`config.mk`:
```
export PLATFORM = sky130hd
export DESIGN_NAME = calc1_port_sequencer
export DESIGN_NICKNAME = d
export VERILOG_FILES = /design/src/rtl/calc1_pkg.sv /design/src/rtl/calc1_port_sequencer.sv
export SDC_FILE = /design/constraint.sdc
export NUM_CORES = 1
export LEC_CHECK = 0
export ABC_AREA = 1
export CAP_MARGIN = 20
export CORE_ASPECT_RATIO = 0.9
export CORE_MARGIN = 2
export CORE_UTILIZATION = 35
export CTS_CLUSTER_DIAMETER = 80
export CTS_CLUSTER_SIZE = 40
export DETAILED_ROUTE_END_ITERATION = 8
export PLACE_DENSITY = 0.61
export SYNTH_ARGS = -nofsm -noshare
export SYNTH_HDL_FRONTEND = slang
export SYNTH_SLANG_ARGS = --single-unit
```
`constraint.sdc`:
```
create_clock -name c_clk -period 1.8 [get_ports c_clk]
set_input_delay 0.27 -clock c_clk [delete_from_list [all_inputs] [get_ports c_clk]]
set_output_delay 0.27 -clock c_clk [all_outputs]
set_load 0.01 [all_outputs]
```
`src/rtl/calc1_pkg.sv`:
```
// Shared calc1 definitions: command and response codes, sequencer state
// encoding, and the latched request fields.
package calc1_pkg;

  localparam logic [3:0] CMD_NOP = 4'd0;
  localparam logic [3:0] CMD_ADD = 4'd1;
  localparam logic [3:0] CMD_SUB = 4'd2;
  localparam logic [3:0] CMD_SHL = 4'd5;
  localparam logic [3:0] CMD_SHR = 4'd6;

  localparam logic [1:0] RESP_NONE   = 2'd0;
  localparam logic [1:0] RESP_OK     = 2'd1;
  localparam logic [1:0] RESP_ERR    = 2'd2;
  localparam logic [1:0] RESP_UNUSED = 2'd3;

  typedef enum logic [2:0] {
    IDLE = 3'd0,
    OP1  = 3'd1,
    OP2  = 3'd2,
    WAIT = 3'd3,
    HOLD = 3'd4
  } seq_state_e;

  // cmd and op1 live in the calc1 drive registers from the accept edge,
  // so only the fields needed after OP1 are kept here.
  typedef struct packed {
    logic [31:0] op2;
    logic [1:0]  tag;
  } seq_req_t;

endpackage

```
`src/rtl/calc1_port_sequencer.sv`:
```
// Feeds one calc1 request port: accepts a whole operation, serialises it
// into calc1's two-cycle cmd/op1, op2 protocol, waits for the response (or
// a timeout) and hands the result back with its tag.
module calc1_port_sequencer
  import calc1_pkg::*;
#(
  parameter int TIMEOUT = 64,
  parameter int CNT_W   = 16
) (
  input  logic             c_clk,
  input  logic             reset,
  input  logic             req_valid,
  output logic             req_ready,
  input  logic [0:3]       req_cmd,
  input  logic [0:31]      req_op1,
  input  logic [0:31]      req_op2,
  input  logic [0:1]       req_tag,
  output logic [0:3]       calc_cmd_out,
  output logic [0:31]      calc_data_out,
  input  logic [0:1]       calc_resp_in,
  input  logic [0:31]      calc_data_in,
  output logic             rsp_valid,
  input  logic             rsp_ready,
  output logic [0:1]       rsp_resp,
  output logic [0:31]      rsp_data,
  output logic [0:1]       rsp_tag,
  output logic             rsp_timeout,
  output logic [CNT_W-1:0] done_count,
  output logic [CNT_W-1:0] tmo_count
);

  // Last WAIT-cycle count value; expiry fires on the edge that would make it TIMEOUT.
  localparam logic [15:0] TMO_LAST = 16'(TIMEOUT - 1);

  seq_state_e  state_q, state_d;
  seq_req_t    req_q;
  logic [15:0] wait_cnt;
  logic        accept;
  logic        resp_hit;
  logic        expire;

  assign accept   = (state_q == IDLE) && req_valid;
  assign resp_hit = (state_q == WAIT) && (calc_resp_in != RESP_NONE);
  assign expire   = (state_q == WAIT) && !resp_hit && (wait_cnt == TMO_LAST);

  // State register.
  always_ff @(posedge c_clk) begin
    if (reset) state_q <= IDLE;
    else       state_q <= state_d;
  end

  // Next state and handshake outputs; req_ready depends on state only.
  always_comb begin
    state_d   = state_q;
    req_ready = 1'b0;
    rsp_valid = 1'b0;
    unique case (state_q)
      IDLE: begin
        req_ready = 1'b1;
        if (req_valid) state_d = (req_cmd != CMD_NOP) ? OP1 : HOLD;
      end
      OP1:  state_d = OP2;
      OP2:  state_d = WAIT;
      WAIT: if (resp_hit || expire) state_d = HOLD;
      HOLD: begin
        rsp_valid = 1'b1;
        if (rsp_ready) state_d = IDLE;
      end
      default: state_d = IDLE;
    endcase
  end

  // Latch the fields used after the first calc1 cycle.
  always_ff @(posedge c_clk) begin
    if (reset)       req_q <= '0;
    else if (accept) req_q <= '{op2: req_op2, tag: req_tag};
  end

  // calc1 drive registers: non-zero only while the state is OP1 or OP2.
  always_ff @(posedge c_clk) begin
    if (reset) begin
      calc_cmd_out  <= '0;
      calc_data_out <= '0;
    end else begin
      calc_cmd_out  <= '0;
      calc_data_out <= '0;
      if (accept && (req_cmd != CMD_NOP)) begin
        calc_cmd_out  <= req_cmd;
        calc_data_out <= req_op1;
      end else if (state_q == OP1) begin
        calc_data_out <= req_q.op2;
      end
    end
  end

  // WAIT-cycle counter, cleared as op2 goes out.
  always_ff @(posedge c_clk) begin
    if (reset)                   wait_cnt <= '0;
    else if (state_q == OP2)     wait_cnt <= '0;
    else if (state_q == WAIT)    wait_cnt <= wait_cnt + 16'd1;
  end

  // Result registers: loaded on entry to HOLD, cleared once consumed.
  always_ff @(posedge c_clk) begin
    if (reset) begin
      rsp_resp    <= '0;
      rsp_data    <= '0;
      rsp_tag     <= '0;
      rsp_timeout <= 1'b0;
    end else if (accept && (req_cmd == CMD_NOP)) begin
      rsp_resp    <= RESP_NONE;
      rsp_data    <= '0;
      rsp_tag     <= req_tag;
      rsp_timeout <= 1'b0;
    end else if (resp_hit) begin
      rsp_resp    <= calc_resp_in;
      rsp_data    <= (calc_resp_in == RESP_OK) ? calc_data_in : '0;
      rsp_tag     <= req_q.tag;
      rsp_timeout <= 1'b0;
    end else if (expire) begin
      rsp_resp    <= RESP_NONE;
      rsp_data    <= '0;
      rsp_tag     <= req_q.tag;
      rsp_timeout <= 1'b1;
    end else if ((state_q == HOLD) && rsp_ready) begin
      rsp_resp    <= '0;
      rsp_data    <= '0;
      rsp_tag     <= '0;
      rsp_timeout <= 1'b0;
    end
  end

  // Saturating completion and timeout statistics.
  always_ff @(posedge c_clk) begin
    if (reset) begin
      done_count <= '0;
      tmo_count  <= '0;
    end else begin
      if (resp_hit && (done_count != '1)) done_count <= done_count + 1'b1;
      if (expire && (tmo_count != '1))    tmo_count  <= tmo_count + 1'b1;
    end
  end

endmodule

```
==> impl_metrics.tcl <==
set metrics [dict create \
    maxSlewHeadroom_pct 72.6 \
    maxCapViolations 0 \
    synth_compound_area_share_pct 15.1 \
    synth-simple-area-share_pct 25.2 \
    io_buffers 214 \
    grt_max_degree 65 \
    die-area_sq_um 20400 \
    initial_core_util_pct 35.5 \
    yosys.area_share.adder_pct 0.556 \
    syn_nets 1038 \
    grt-busiest-layer "met2" \
    run_status "complete, no violations" \
    synth_warnings 0 \
    ant_nets 0 \
    clk_pin_slew_ns 0.07 \
    drive_gt1_share_pct 8.63 \
    p_leak_nw 3.84 \
    htree_levels 4 \
    fin_util_pct 52.8 \
    diodes 0 \
    synth_flop_cell "dfxtp_1" \
    syn_avg_cell_area_sq_um 7.28 \
    fin_worst_skew_ns 0.0114 \
    firstDrtPassIters 5 \
    muxShareOfSynthArea_pct 0 \
    clkLatencyLatePin_ns 0.44 \
    tightest_slew_ns 0.411 \
    grt_pass1_wl_um 31200 \
    grt_util_met3_pct 7.04 \
    wl_per_cell_um 13.9 \
    die_w_um 150 \
    met2_usage_pct 31.9 \
    cts_root_buf "clkbuf_16" \
    nets 1269 \
    ctsHoldBuffers 0 \
    final_area_sq_um 10000 \
    worst_ep_required_time_ns 1.53 \
    async_flop_share_pct 0 \
    die_h_um 136 \
    vdd_ir_drop_max_mv 0.712 \
    hold_viol 0 \
    synth_top_family_by_area "simple AND/OR/NAND/NOR gates" \
    fin_crit_ns 1.73 \
    drtIter0Drc 320 \
    numCtsBuffers 17 \
    synthCells 927 \
    place_area_sq_um 9450 \
    n_fill_cell 1868 \
    grt_pass1_vias 6197 \
    routed_wl_um 19700 \
    cp_top_family "buffers and inverters" \
    area_growth_pct 48.8 \
    synth_seq_area_share_pct 46.9 \
    start_kind "register" \
    grt_antenna_before_repair 0 \
    seq_area_sq_um 3170 \
    clock_path_buffers 2 \
    slew_violations 0 \
    io_pins 215 \
    yosys.area_share.xor_xnor_pct 2.72 \
    vias_per_cell 4.69 \
    grt_usage_pct 19.6 \
    ys_seq_elements 158 \
    tns_ns 0 \
    synth_edf_count 0 \
    drc 0 \
    cpPeakStageDelay_ns 0.58 \
    worstPathMaxFanout 6 \
    via_count 6664 \
    grt_setup_unrepaired "false" \
    path_cells "clkdlybuf4s50_1" \
    period_share_pct 96.1 \
    multi_input_area_sq_um 2970 \
    cts_tree "built" \
    dp_hpwl_um 14300 \
    netlist_area_sq_um 6750 \
    place.gp.congestion 0.808 \
    hold_path_class "in2reg" \
    use_met1_pct 24.3 \
    place_ws_ns -0.128 \
    grt_overflow 0 \
    ys_types 34 \
    crit_type "reg2out" \
    rows 48 \
    fin_ws_ns 0.0696 \
    power.density_nw_per_um2 986 \
    setup_violations 0 \
    fp.coreArea_sq_um 19000 \
    power.total_mw 9.91 \
    clock-sinks 158 \
    crit_arrival_ns 1.46 \
    cp_slowest_cell "clkdlybuf4s50_1" \
    end_kind "output pin" \
    max_freq_ghz 0.578 \
    worst-path-buf-inv 1 \
]
==> cells in the final DEF, fill, tap and decap left out, types with 32 or more instances in the layout <==
cell / n
a21oi_1: 111
clkdlybuf4s50_1: 212
o22ai_1: 32
nand2_1: 207
buf_4: 32
nor2_1: 74
o21ai_0: 43
dfxtp_1: 156
nand4_1: 47
inv_1: 115
==> logic make-up (layout without fill, tap and decap cells) <==
family          count (synthesis)  count (layout)
simple gates                  388             388
compound gates                192             192
buf+inv                       165             409
flops                         158             158
xor+xnor                       21              21
fa+ha+maj                       3               3
==> flip-flops by register name, summed over array words and instances, names as in the netlist <==
register and flops:
tmo_count 16, req_q 34, calc_cmd_out 4, done_count 16, wait_cnt 16, rsp_tag 2
rsp_data 32, calc_data_out 32, rsp_resp 2, rsp_timeout 1, state_q 3
==> synthesized netlist by cell type, types with 2 or more instances <==
library cell | count | area [sq um]
a21oi_1 | 111 | 556
and2_1 | 2 | 12.5
buf_2 | 15 | 75.1
clkbuf_1 | 26 | 97.6
clkinv_1 | 3 | 11.3
dfxtp_1 | 158 | 3160
ha_1 | 3 | 37.5
inv_1 | 115 | 432
inv_2 | 3 | 11.3
nand2_1 | 207 | 777
nand3_1 | 32 | 160
nand3_2 | 2 | 20.0
nand3b_1 | 4 | 30.0
nand4_1 | 47 | 294
nor2_1 | 77 | 289
nor2_2 | 4 | 25.0
nor2_4 | 2 | 22.5
nor3_1 | 4 | 20.0
o21ai_0 | 43 | 215
o21ai_2 | 2 | 17.5
o22ai_1 | 32 | 200
or2_2 | 4 | 25.0
xnor2_1 | 10 | 87.6
xor2_1 | 11 | 96.3
==> area by class of cell <==
cell class,count,area share (%)
inverters,121,4.52
clock inverters,14,1.37
clock buffers,18,4.37
repair buffers,256,25.6
multi-input cells,604,29.6
well taps,250,3.11
flip-flops and latches,158,31.5
==> per-stage QoR <==
| stage | cells | hold WS, ns |
|---|---|---|
| after floorplan | 927 | 0.339 |
| after global placement | 1389 | 0.441 |
| after detailed placement | 1389 | 0.444 |
| after CTS | 1421 | 0.364 |
| after global routing | 1421 | 0.381 |
| final | 1421 | 0.384 |
==> timing repair <==
item / 4_1_cts / 5_1_grt
pin swaps: 0 / 0
resized for setup: 2 / 11
buffers inserted: 0 / 0
endpoints found under the hold margin: 0 / 0
endpoints found under the setup margin: 2 / 63
==> path summary, 6_finish.rpt <==
check | start | slack [ns] | cells after the start | endpoint
worst min register to register | req_q[10]$_SDFFE_PP0N_ | 0.45 | 2 | req_q[10]$_SDFFE_PP0N_
worst max-delay path | tmo_count[12]$_SDFFE_PP0P_ | 0.07 | 1 | tmo_count[12]
worst max register to register | done_count[1]$_SDFFE_PP0P_ | 0.15 | 8 | done_count[13]$_SDFFE_PP0P_
worst min-delay path | calc_data_in[28] | 0.38 | 3 | rsp_data[28]$_SDFFE_PP0P_
==> metal layers <==
layer  vias to the layer above  part of all wire [%]  wire length [um]
li1                       3485                     -                 -
met2                       148                    48              9540
met5                         -                     0                 0
met4                         0                   1.1               221
met3                        14                   7.1              1390
met1                      3017                    43              8580
==> power breakdown <==
part / switching [mW] / internal, mW / total, mW
combinational: 1.21 / 1.04 / 2.25
sequential: 0.138 / 3.95 / 4.09
clock: 1.68 / 1.88 / 3.57
Note: power is estimated with default switching activity, not from simulation.
